$ cat src/rtl/rr_arb_mux_pkg.sv
// Shared constants and helpers for the round-robin arbitrating mux.
// Instances pick WIDTH by name from the datapath-width constants below.
package rr_arb_mux_pkg;

  localparam int unsigned RegAddrWidth = 5;
  localparam int unsigned DataWidth    = 32;

  function automatic int unsigned clog2(input int unsigned value);
    int unsigned result;
    result = 0;
    for (int unsigned i = 0; i < 32; i++) begin
      if ((64'd1 << i) < 64'(value)) begin
        result = i + 1;
      end
    end
    return result;
  endfunction

  // Channel index width; a single channel still needs one bit.
  function automatic int unsigned sel_width(input int unsigned num_ch);
    return (num_ch > 1) ? clog2(num_ch) : 1;
  endfunction

endpackage

$ cat src/rtl/rr_arb_mux_if.sv
// Handshake bundle between producers/consumer and the arbitrating mux.
// slave is the mux's view; master is the surrounding environment.
interface rr_arb_mux_if #(
  parameter int unsigned WIDTH  = 5,
  parameter int unsigned NUM_CH = 2
);
  import rr_arb_mux_pkg::*;

  localparam int unsigned SEL_W = sel_width(NUM_CH);

  logic [NUM_CH*WIDTH-1:0] in_data;
  logic [NUM_CH-1:0]       in_valid;
  logic [NUM_CH-1:0]       in_ready;
  logic                    force_en;
  logic [SEL_W-1:0]        force_sel;
  logic [WIDTH-1:0]        out_data;
  logic [SEL_W-1:0]        out_sel;
  logic                    out_valid;
  logic                    out_ready;

  modport slave (
    input  in_data, in_valid, force_en, force_sel, out_ready,
    output in_ready, out_data, out_sel, out_valid
  );

  modport master (
    output in_data, in_valid, force_en, force_sel, out_ready,
    input  in_ready, out_data, out_sel, out_valid
  );

endinterface

$ cat src/rtl/arb_rr_pick.sv
// Combinational round-robin picker: first eligible channel at or after rr_ptr_i.
// Doubled request vector makes the wrap-around scan a plain find-first-one.
module arb_rr_pick #(
  parameter int unsigned NUM_CH = 2,
  parameter int unsigned SEL_W  = 1
) (
  input  logic [NUM_CH-1:0] eligible_i,
  input  logic [SEL_W-1:0]  rr_ptr_i,
  output logic [NUM_CH-1:0] grant_o,
  output logic [SEL_W-1:0]  grant_idx_o
);

  // One extra bit so rr_ptr + offset never overflows before the modulo fix-up.
  localparam int unsigned IdxW = SEL_W + 1;

  logic [2*NUM_CH-1:0] doubled;
  logic [NUM_CH-1:0]   rotated;
  logic                found;
  logic [IdxW-1:0]     offset;
  logic [IdxW-1:0]     abs_idx;

  always_comb begin
    doubled = {eligible_i, eligible_i};
    rotated = '0;
    found   = 1'b0;
    offset  = '0;
    for (int i = 0; i < NUM_CH; i++) begin
      rotated[i] = doubled[int'(rr_ptr_i) + i];
    end
    for (int i = 0; i < NUM_CH; i++) begin
      if (!found && rotated[i]) begin
        found  = 1'b1;
        offset = IdxW'(i);
      end
    end
    abs_idx = IdxW'(rr_ptr_i) + offset;
    if (abs_idx >= IdxW'(NUM_CH)) begin
      abs_idx = abs_idx - IdxW'(NUM_CH);
    end
    grant_idx_o = found ? abs_idx[SEL_W-1:0] : '0;
    grant_o     = found ? (NUM_CH'(1) << abs_idx) : '0;
  end

endmodule

$ cat src/rtl/rr_arb_mux.sv
// Registered N-way round-robin arbitrating mux with forced-select override.
// Holds the output register, the priority pointer and the valid/ready handshake.
module rr_arb_mux import rr_arb_mux_pkg::*; #(
  parameter int unsigned WIDTH  = RegAddrWidth,
  parameter int unsigned NUM_CH = 2
) (
  input logic         clk,
  input logic         rst_n,
  rr_arb_mux_if.slave bus
);

  localparam int unsigned SEL_W = sel_width(NUM_CH);

  logic [NUM_CH-1:0] eligible;
  logic [NUM_CH-1:0] grant;
  logic [SEL_W-1:0]  grant_idx;
  logic [NUM_CH-1:0] in_ready;
  logic              load;
  logic              xfer;

  logic [WIDTH-1:0] out_data_q, out_data_d;
  logic [SEL_W-1:0] out_sel_q, out_sel_d;
  logic             out_valid_q, out_valid_d;
  logic [SEL_W-1:0] rr_ptr_q, rr_ptr_d;

  // An out-of-range force_sel matches no channel, so nothing is eligible.
  always_comb begin
    eligible = '0;
    for (int i = 0; i < NUM_CH; i++) begin
      eligible[i] = bus.in_valid[i] & (~bus.force_en | (int'(bus.force_sel) == i));
    end
  end

  arb_rr_pick #(
    .NUM_CH (NUM_CH),
    .SEL_W  (SEL_W)
  ) u_pick (
    .eligible_i  (eligible),
    .rr_ptr_i    (rr_ptr_q),
    .grant_o     (grant),
    .grant_idx_o (grant_idx)
  );

  always_comb begin
    load     = ~out_valid_q | bus.out_ready;
    in_ready = (load & rst_n) ? grant : '0;
    xfer     = |in_ready;

    out_data_d  = out_data_q;
    out_sel_d   = out_sel_q;
    out_valid_d = out_valid_q;
    rr_ptr_d    = rr_ptr_q;

    if (load) begin
      out_valid_d = xfer;
      if (xfer) begin
        // Select via the one-hot grant so ungranted channels never reach out_data.
        for (int i = 0; i < NUM_CH; i++) begin
          if (grant[i]) begin
            out_data_d = bus.in_data[i*WIDTH +: WIDTH];
          end
        end
        out_sel_d = grant_idx;
        rr_ptr_d  = (grant_idx == SEL_W'(NUM_CH - 1)) ? '0 : grant_idx + SEL_W'(1);
      end
    end
  end

  always_ff @(posedge clk or negedge rst_n) begin
    if (!rst_n) begin
      out_data_q  <= '0;
      out_sel_q   <= '0;
      out_valid_q <= 1'b0;
      rr_ptr_q    <= '0;
    end else begin
      out_data_q  <= out_data_d;
      out_sel_q   <= out_sel_d;
      out_valid_q <= out_valid_d;
      rr_ptr_q    <= rr_ptr_d;
    end
  end

  assign bus.in_ready  = in_ready;
  assign bus.out_data  = out_data_q;
  assign bus.out_sel   = out_sel_q;
  assign bus.out_valid = out_valid_q;

endmodule

$ cat src/flat_wrapper.sv
// flat-port wrapper written by rule: the top's interface ports become plain ports
module rr_arb_mux_flat import rr_arb_mux_pkg::*;
#(
  parameter int unsigned WIDTH  = RegAddrWidth,
  parameter int unsigned NUM_CH = 2
)
  (clk, rst_n, bus_in_data, bus_in_valid, bus_force_en, bus_force_sel, bus_out_ready, bus_in_ready, bus_out_data, bus_out_sel, bus_out_valid);
  rr_arb_mux_if #(.WIDTH(WIDTH), .NUM_CH(NUM_CH)) bus_i ();
  input logic clk;
  input logic rst_n;
  input wire logic [$bits(bus_i.in_data)-1:0] bus_in_data;
  input wire logic [$bits(bus_i.in_valid)-1:0] bus_in_valid;
  input wire logic [$bits(bus_i.force_en)-1:0] bus_force_en;
  input wire logic [$bits(bus_i.force_sel)-1:0] bus_force_sel;
  input wire logic [$bits(bus_i.out_ready)-1:0] bus_out_ready;
  output wire logic [$bits(bus_i.in_ready)-1:0] bus_in_ready;
  output wire logic [$bits(bus_i.out_data)-1:0] bus_out_data;
  output wire logic [$bits(bus_i.out_sel)-1:0] bus_out_sel;
  output wire logic [$bits(bus_i.out_valid)-1:0] bus_out_valid;
  assign bus_i.in_data = bus_in_data;
  assign bus_i.in_valid = bus_in_valid;
  assign bus_i.force_en = bus_force_en;
  assign bus_i.force_sel = bus_force_sel;
  assign bus_i.out_ready = bus_out_ready;
  assign bus_in_ready = bus_i.in_ready;
  assign bus_out_data = bus_i.out_data;
  assign bus_out_sel = bus_i.out_sel;
  assign bus_out_valid = bus_i.out_valid;
  rr_arb_mux #(.WIDTH(WIDTH), .NUM_CH(NUM_CH)) u_core (.clk(clk), .rst_n(rst_n), .bus(bus_i));
endmodule
$ cat config.mk
export PLATFORM = sky130hd
export DESIGN_NAME = rr_arb_mux_flat
export DESIGN_NICKNAME = d
export VERILOG_FILES = /design/src/rtl/rr_arb_mux_pkg.sv /design/src/rtl/rr_arb_mux_if.sv /design/src/rtl/arb_rr_pick.sv /design/src/rtl/rr_arb_mux.sv /design/src/flat_wrapper.sv
export SDC_FILE = /design/constraint.sdc
export NUM_CORES = 1
export LEC_CHECK = 0
export CORE_AREA = 3 3 40 42
export CTS_CLUSTER_SIZE = 8
export DETAILED_ROUTE_END_ITERATION = 8
export DIE_AREA = 0 0 43 45
export PLACE_DENSITY = 0.77
export RECOVER_POWER = 25
export SETUP_SLACK_MARGIN = 0.5
export SLEW_MARGIN = 0
export SYNTH_ARGS = -nofsm -noshare
export SYNTH_HDL_FRONTEND = slang
export SYNTH_SLANG_ARGS = --single-unit
$ cat constraint.sdc
create_clock -name clk -period 1.9 [get_ports clk]
set_clock_uncertainty 0.05 [all_clocks]
set_input_delay 0.38 -clock clk [delete_from_list [all_inputs] [get_ports clk]]
set_output_delay 0.38 -clock clk [all_outputs]
set_load 0.1 [all_outputs]
== After elaboration in Yosys (flattened, before gate mapping) ==
Cells that the tools add are included.

* Bits in registers: 8
* Bits in latches: 0
* Bits in writable memories: 0
* Memory bits (read-only): 0
* Memories: 0

* Add/subtract/negate cells: 4
* Multiply operators: 0
* Divide/modulo/power cells: 0
* Order comparisons: 3
* Equality and inequality tests: 0
* Shift-type cells: 1
* Multiplexer cells: 15
* Bitwise gates (word level): 9
* Reductions and logical operators: 6

{| class="wikitable"
|+ Operators by type and width
! cell !! count
|-
| 2-to-1 mux 5 bit || 2
|-
| 2-to-1 mux 1 bit || 9
|-
| 2-to-1 mux 2 bit || 3
|-
| bitwise AND 1 bit || 3
|-
| < comparator 1 x 3 -> 1 bit, second input constant || 1
|-
| < comparator 2 x 3 -> 1 bit, second input constant || 1
|-
| inverter 1 bit || 3
|-
| bitwise OR 1 bit || 3
|-
| AND reduction 3 bit || 1
|-
| adder 1 x 1 -> 2 bit, second input constant || 1
|-
| adder 1 x 2 -> 2 bit || 1
|-
| binary-select mux 1 bit (select 2 bit) || 1
|-
| greater-or-equal comparator 2 bit, second input constant || 1
|-
| AND reduction 2 bit || 1
|-
| nonzero test 2 bit || 1
|-
| OR reduction 2 bit || 1
|-
| << shifter 1 x 2 -> 2 bit, first input constant || 1
|-
| subtractor 2 bit, second input constant || 1
|-
| adder 1 bit, second input constant || 1
|-
| logical AND 1 bit || 1
|-
| zero test 1 bit || 1
|}

== Logic depth before layout (Yosys ltp) ==
Gate-level depths: netlist (run 1).

* Depth after elaboration: 17
* Depth in mapped cells: 5
* Depth with buffers taken out: 4

== Hierarchy ==
From an unflattened synthesis (run 1), not the netlist that was laid out.

* Cells, all modules: 34
* Area total of the unflattened synthesis: 441.7 um^2

{| class="wikitable"
|+ By module, submodules not included
! module !! instances !! cells an instance !! area an instance (um^2) !! sequential area each (um^2)
|-
| rr_arb_mux || 1 || 30 || 415.4 || 200.2
|-
| arb_rr_pick || 1 || 4 || 26.3 || 0.0
|}

== Worst setup path before layout (run 1) ==
OpenSTA, ideal clock, no wires.

* Path kind: reg2out
* From: reg u_core.out_valid_q (netlist: u_core.bus.out_valid)
* To: out bus_in_ready[0]
* Arrival: 2.697 ns
* Slack: -1.227 ns
* Cell stages (with the launch flop): 4
* Cell sequence: dfrtp_1 > nand2b_1 > nand3_1 > a31oi_1

* Cells in the longest elaborated chain, start to end: 4

{| class="wikitable"
|+ Ends and longest elaborated chain
! item !! line !! source
|-
| start: declaration || rr_arb_mux.sv:23 || <nowiki>logic out_valid_q, out_valid_d;</nowiki>
|-
| start signal: assignment || rr_arb_mux.sv:78 || <nowiki>out_valid_q <= out_valid_d;</nowiki>
|-
| inverter 1 bit || rr_arb_mux.sv:45 || <nowiki>load = ~out_valid_q | bus.out_ready;</nowiki>
|-
| bitwise OR 1 bit || rr_arb_mux.sv:45 ||
|-
| bitwise AND 1 bit || rr_arb_mux.sv:46 || <nowiki>in_ready = (load & rst_n) ? grant : '0;</nowiki>
|-
| 2-to-1 mux 2 bit || rr_arb_mux.sv:46 ||
|-
| end: declaration || flat_wrapper.sv:16 || <nowiki>output wire logic [$bits(bus_i.in_ready)-1:0] bus_in_ready;</nowiki>
|}

Every way passes these cells.

== Worst setup path after layout (run 1) ==
Same ends and word-level chain as after synthesis.

==> results of run 1 <==
-- worst reg2reg max path: cells and delay by family (launching register included) --
family / cells / cell delay, ps
simple gates: 1 / 380
buf+inv: 1 / 190
flops: 1 / 380
mux: 1 / 250
compound gates: 2 / 170
-- power groups by stage --
stage | logic, µW | clock network (µW) | registers [µW]
6_report | 602 | 146 | 241
3_5_place_dp | 547 | 0 | 250
4_1_cts | 572 | 144 | 242
5_1_grt | 618 | 159 | 244
2_1_floorplan | 105 | 0 | 455
3_3_place_gp | 537 | 0 | 249
-- worst paths after layout --
| check | startpoint | to | slack, ps |
|---|---|---|---|
| min in group clk | u_core.bus.out_data[1] | u_core.bus.out_data[1] | 490 |
| max reg2reg | u_core.rr_ptr_q | u_core.bus.out_data[2] | 360 |
| max | u_core.bus.out_valid | bus_in_ready[0] | 80 |
| min | rst_n | u_core.bus.out_data[0] | 280 |
| min reg2reg | u_core.bus.out_data[1] | u_core.bus.out_data[1] | 490 |
| max in group asynchronous | rst_n | u_core.bus.out_valid | 1270 |
-- cell usage in the layout (no fill, tap or decap), drive strengths merged --
cell	count
dfrtp	8
o22ai	1
o2111ai	1
a21boi	1
a31oi	1
mux2i	5
a21oi	1
or3b	2
clkbuf	7
o21ai	5
clkdlybuf4s50	10
nand3	1
inv	3
nand2	7
nor2	1
buf	24
o211ai	1
clkdlybuf4s15	1
nand2b	1
dlygate4sd2	3
-- flip-flops by register name, indices dropped and copies added, names as in the netlist --
name / count
u_core.bus.out_sel: 1
u_core.bus.out_valid: 1
u_core.rr_ptr_q: 1
u_core.bus.out_data: 5
-- per-stage QoR --
step / hold slack, ps / setup TNS (ps) / setup slack (ps) / instance area (µm²)
final: 281 / 0 / 84.6 / 1010
after global routing: 302 / 0 / 44.6 / 1010
after detailed placement: 479 / -1090 / -223 / 892
after CTS: 256 / 0 / 121 / 967
after global placement: 472 / -939 / -174 / 892
after floorplan: 34.4 / 0 / 29.7 / 479
-- cell type report --
| class | count | area share (%) |
|---|---|---|
| Timing Repair Buffer | 41 | 45.6 |
| Multi-Input combinational cell | 28 | 28.6 |
| Sequential cell | 8 | 20.2 |
| Clock buffer | 4 | 2.61 |
| Tap cell | 15 | 1.86 |
| Inverter | 3 | 1.12 |
-- logic make-up after synthesis --
family          Yosys count
buf+inv                   4
simple gates             12
compound gates           11
mux                       5
flops                     8
-- Yosys cell counts --
master,count
a21boi_0,1
a21oi_1,1
a31oi_1,1
buf_6,1
dfrtp_1,8
inv_1,3
mux2i_1,5
nand2_1,7
nand2b_1,1
nand3_1,1
nor2_1,1
o2111ai_1,1
o211ai_4,1
o21ai_2,5
o22ai_1,1
or3b_1,1
or3b_4,1
-- metal layers --
| metal | wire [µm] | part of all wire, % |
|---|---|---|
| met5 | 0 | 0 |
| met2 | 981 | 57 |
| met4 | 66 | 3.8 |
| met3 | 66 | 3.8 |
| met1 | 608 | 35 |
-- timing repair --
item | 4_1_cts | 5_1_grt
endpoints found under the setup margin | 10 | 10
pin swaps | 2 | 2
gates cloned | 0 | 0
gates resized for setup | 12 | 9
setup buffers | 6 | 3
==> results.sh, run 1 <==
export IMPL_period_needed_ps=1820
export IMPL_synth_seq_cells=8
export IMPL_synth_fa_ha_area_share_pct=0
export IMPL_start_util_pct=33.7
export IMPL_ys_seq_area_share_pct=46.2
export IMPL_synth_xor_area_share_pct=0
export IMPL_nNetsFinal=102
export IMPL_p_total_uw=989
export IMPL_nFillCells=80
export IMPL_cp_start_kind="flip-flop"
export IMPL_reg2regPathDepth=5
export IMPL_dieArea_mm2=0.00194
export IMPL_avgSynthCellArea_um2=10.8
export IMPL_insertedDiodeCount=0
export IMPL_clk_latency_ps=260
export IMPL_synth_largest_area_cell="dfrtp_1"
export IMPL_clockRootBuffer="clkbuf_4"
export IMPL_use_met3_pct=3.59
export IMPL_tightest_slew_ps=313
export IMPL_slew_headroom_pct=79.1
export IMPL_cp_end_kind="output port"
export IMPL_drt_first_pass_iters=4
export IMPL_gp_congestion=0.843
export IMPL_io_pins=26
export IMPL_core_area_mm2=0.00128
export IMPL_synth_nets=57
export IMPL_yosys_warnings=0
export IMPL_clk_pin_slew_ps=60
export IMPL_vdd_drop_max_v=0.000618
export IMPL_synth_compound_area_share_pct=22.8
export IMPL_cp_arrival_ps=1390
export IMPL_path_delay_family="flip-flops"
export IMPL_synth_area_mux_share_pct=11.6
export IMPL_path_cells="nand2b_4 > nand3_4 > a31oi_4 > buf_12"
export IMPL_globalRoute_totalOverflow=0
export IMPL_row_count=13
export IMPL_power_density_mw_per_mm2=981
export IMPL_worst_path_stages=4
export IMPL_hold_viol_final=0
export IMPL_cp_slowest_cell="dfrtp_4"
export IMPL_period_share_pct=95.5
export IMPL_grt_max_degree=12
export IMPL_stdcell_count=99
export IMPL_drive_above_1_share_pct=53.6
export IMPL_max_cap_violations=0
export IMPL_syn_inst=40
export IMPL_drt_iter0_drc=7
export IMPL_antenna_found_initial=0
export IMPL_report_final_slew_viol_count=0
export IMPL_cts_sinks=8
export IMPL_swShare_pct=46.4
export IMPL_track_usage_pct=19.7
export IMPL_required_ps=1470
export IMPL_multi_input_area_um2=288
export IMPL_cts_buffers_inserted=3
export IMPL_power_frac_seq_pct=24.4
export IMPL_portBuffers=25
export IMPL_cts_tree="done"
export IMPL_post_dp_hpwl_mm=1.12
export IMPL_syn_to_final_growth_pct=133
export IMPL_yosys_area_share_simple_pct=14.2
export IMPL_ff_latch_area_um2=204
export IMPL_grt_busiest_layer="met2"
export IMPL_viasPerCell=5.09
export IMPL_post_route_util_pct=78.4
export IMPL_htree_levels=1
export IMPL_pwr_share_comb_pct=60.9
export IMPL_finalSetupViolations=0
export IMPL_wirelength_mm=1.72
export IMPL_fp_dieH_um=45
export IMPL_clk_path_buf_depth=2
export IMPL_holdBufCountCts=0
export IMPL_min_path_type="in -> async"
export IMPL_status="finished clean"
export IMPL_crit_type="reg -> out"
export IMPL_p_leak_uw=0.000458
export IMPL_die_x_um=43
export IMPL_pwr_share_clk_pct=14.7
export IMPL_post_drt_wl_per_cell_um=17.4
export IMPL_rsz0062_at_grt="yes"
export IMPL_cpPeakStageDelay_ps=490
export IMPL_fmax_mhz=551
export IMPL_numPlacedInstances=86
export IMPL_intPower_uw=529
export IMPL_switchingPower_uw=459
export IMPL_vias=504
export IMPL_path_buf_inv=1
export IMPL_use_met1_pct=16.0
export IMPL_cp_max_fo=3
export IMPL_syn_area_um2=433
export IMPL_grtUsageMet2_pct=41.3
export IMPL_grt_pass1_wl_mm=2.57
export IMPL_drtAntennaViolNets=0
export IMPL_yosysUniqueCellTypes=17
export IMPL_synth_top_area_share_pct=46.2
export IMPL_grt_pass1_vias=520
export IMPL_drc_errors=0
export IMPL_synth_top_family_by_area="compound AO/OA/AOI/OAI gates"
export IMPL_synth_area_leaders="dfrtp_1 (46%), mux2i_1 (12%), o21ai_2 (10%), nand2_1 (6.1%), o211ai_4 (4.9%)"
(Power assumes the default switching activity.)
==> inputs of run 2 (changes only) <==
--- a/config.mk
+++ b/config.mk
@@ -12,7 +12,6 @@
 export PLACE_DENSITY = 0.77
 export RECOVER_POWER = 25
 export SETUP_SLACK_MARGIN = 0.5
-export SLEW_MARGIN = 0
 export SYNTH_ARGS = -nofsm -noshare
 export SYNTH_HDL_FRONTEND = slang
 export SYNTH_SLANG_ARGS = --single-unit
==> constraint.sdc (replaced) <==
create_clock -name clk -period 2.1 [get_ports clk]
set_clock_uncertainty 0.05 [all_clocks]
set_input_delay 0.42 -clock clk [delete_from_list [all_inputs] [get_ports clk]]
set_output_delay 0.42 -clock clk [all_outputs]
set_load 0.1 [all_outputs]
==> results.sh, run 2 (same netlist as run 1, synthesis figures left out) <==
export IMPL_min_path_type="in -> async"
export IMPL_finalSetupViolations=0
export IMPL_drt_iter0_drc=0
export IMPL_cp_slowest_cell="or3b_4"
export IMPL_grt_pass1_vias=427
export IMPL_dpl_cell_area_um2=769
export IMPL_clk_pin_slew_ps=60
export IMPL_ff_latch_area_um2=204
export IMPL_insertedDiodeCount=0
export IMPL_path_delay_family="simple AND/OR/NAND/NOR gates"
export IMPL_dieArea_mm2=0.00194
export IMPL_cts_sinks=8
export IMPL_fp_dieH_um=45
export IMPL_cp_max_fo=2
export IMPL_nNetsFinal=100
export IMPL_dp_slack_ps=-100
export IMPL_vdd_drop_max_v=0.000429
export IMPL_post_drt_wl_per_cell_um=12.4
export IMPL_power_density_mw_per_mm2=883
export IMPL_clockRootBuffer="clkbuf_4"
export IMPL_worst_slack_ps=283
export IMPL_viasPerCell=4.61
export IMPL_status="finished clean"
export IMPL_path_cells="or3b_4 > o211ai_4 > nor2_4 > buf_12"
export IMPL_tightest_slew_ps=476
export IMPL_nFillCells=108
export IMPL_report_final_slew_viol_count=0
export IMPL_max_cap_violations=0
export IMPL_vias=447
export IMPL_final_cell_area_um2=871
export IMPL_period_needed_ps=1820
export IMPL_syn_to_final_growth_pct=101
export IMPL_p_leak_uw=0.000417
export IMPL_rsz0062_at_grt="yes"
export IMPL_core_area_mm2=0.00128
export IMPL_cp_arrival_ps=1350
export IMPL_row_count=13
export IMPL_drt_first_pass_iters=1
export IMPL_multi_input_area_um2=268
export IMPL_die_x_um=43
export IMPL_period_share_pct=86.5
export IMPL_final_cell_mix="buf_4 (18), clkdlybuf4s50_1 (10), nand2_1 (7), dfrtp_1 (7), o21ai_2 (5)"
export IMPL_post_dp_hpwl_um=857
export IMPL_slew_headroom_pct=68.2
export IMPL_rrSetupSlack_ps=430
export IMPL_hold_viol_final=0
export IMPL_portBuffers=25
export IMPL_fmax_mhz=550
export IMPL_largest_reg_flops=5
export IMPL_drtAntennaViolNets=0
export IMPL_grt_pass1_wl_mm=1.88
export IMPL_cp_start_kind="flip-flop"
export IMPL_start_util_pct=33.7
export IMPL_path_buf_inv=1
export IMPL_io_pins=26
export IMPL_numPlacedInstances=83
export IMPL_htree_levels=1
export IMPL_cpPeakStageDelay_ps=380
export IMPL_grt_max_degree=12
export IMPL_clk_path_buf_depth=2
export IMPL_cts_buffers_inserted=3
export IMPL_drc_errors=0
export IMPL_clk_latency_ps=250
export IMPL_cp_end_kind="output port"
export IMPL_track_usage_pct=13.2
export IMPL_wirelength_mm=1.21
export IMPL_globalRoute_totalOverflow=0
export IMPL_cts_tree="done"
export IMPL_required_ps=1630
export IMPL_antenna_found_initial=0
export IMPL_final_common_cell="buf_4"
export IMPL_crit_type="reg -> out"
export IMPL_stdcell_count=97
export IMPL_gp_congestion=0.792
export IMPL_drive_above_1_share_pct=51.2
[run 2: power breakdown]
part / internal [µW] / leakage [µW] / switching [µW]
Sequential: 188 / 0.0000959 / 18.0
Clock: 72.5 / 0.0000150 / 49.1
Combinational: 134 / 0.000306 / 308
[run 2: cell type report]
class / instances / area share [%]
Clock buffer: 4 / 3.02
Sequential cell: 8 / 23.4
Multi-Input combinational cell: 28 / 30.7
Timing Repair Buffer: 39 / 39.4
Inverter: 3 / 1.29
Tap cell: 15 / 2.16
[run 2: worst paths after layout]
| check | from | endpoint | depth (start not counted) |
|---|---|---|---|
| setup / recovery | u_core.rr_ptr_q | bus_in_ready[1] | 4 |
| hold / removal | rst_n | u_core.bus.out_valid | 2 |
| setup reg to reg | u_core.rr_ptr_q | u_core.bus.out_data[1] | 7 |
| hold reg to reg | u_core.bus.out_data[0] | u_core.bus.out_data[0] | 2 |
| max in group asynchronous | rst_n | u_core.bus.out_valid | 2 |
| min in group clk | u_core.bus.out_data[0] | u_core.bus.out_data[0] | 2 |
[run 2: timing repair]
action,in CTS,in global routing
endpoints found under the hold margin,0,0
setup endpoints to repair,9,7
pin swaps,3,1
buffers inserted,5,5
hold buffers,0,0
resized for setup,14,4
[run 2: routing by layer]
layer	share of wire [%]	vias to the layer above	GRT usage (%)	wire, µm
met2	51	18	24.9	616
met4	0	0	3.61	0
li1	-	231	-	-
met3	8.5	0	3.98	103
met5	0	-	0	0
met1	40	198	14.4	486
[run 2: through the flow]
step	util, %	TNS (ps)	hold slack (ps)	power, µW
6_report	67.8	0	389	769
5_1_grt	67.8	0	426	805
4_1_cts	65.3	0	268	759
3_5_place_dp	59.9	-124	422	620
3_3_place_gp	59.9	-46.1	419	617
2_1_floorplan	-	0	74.4	507
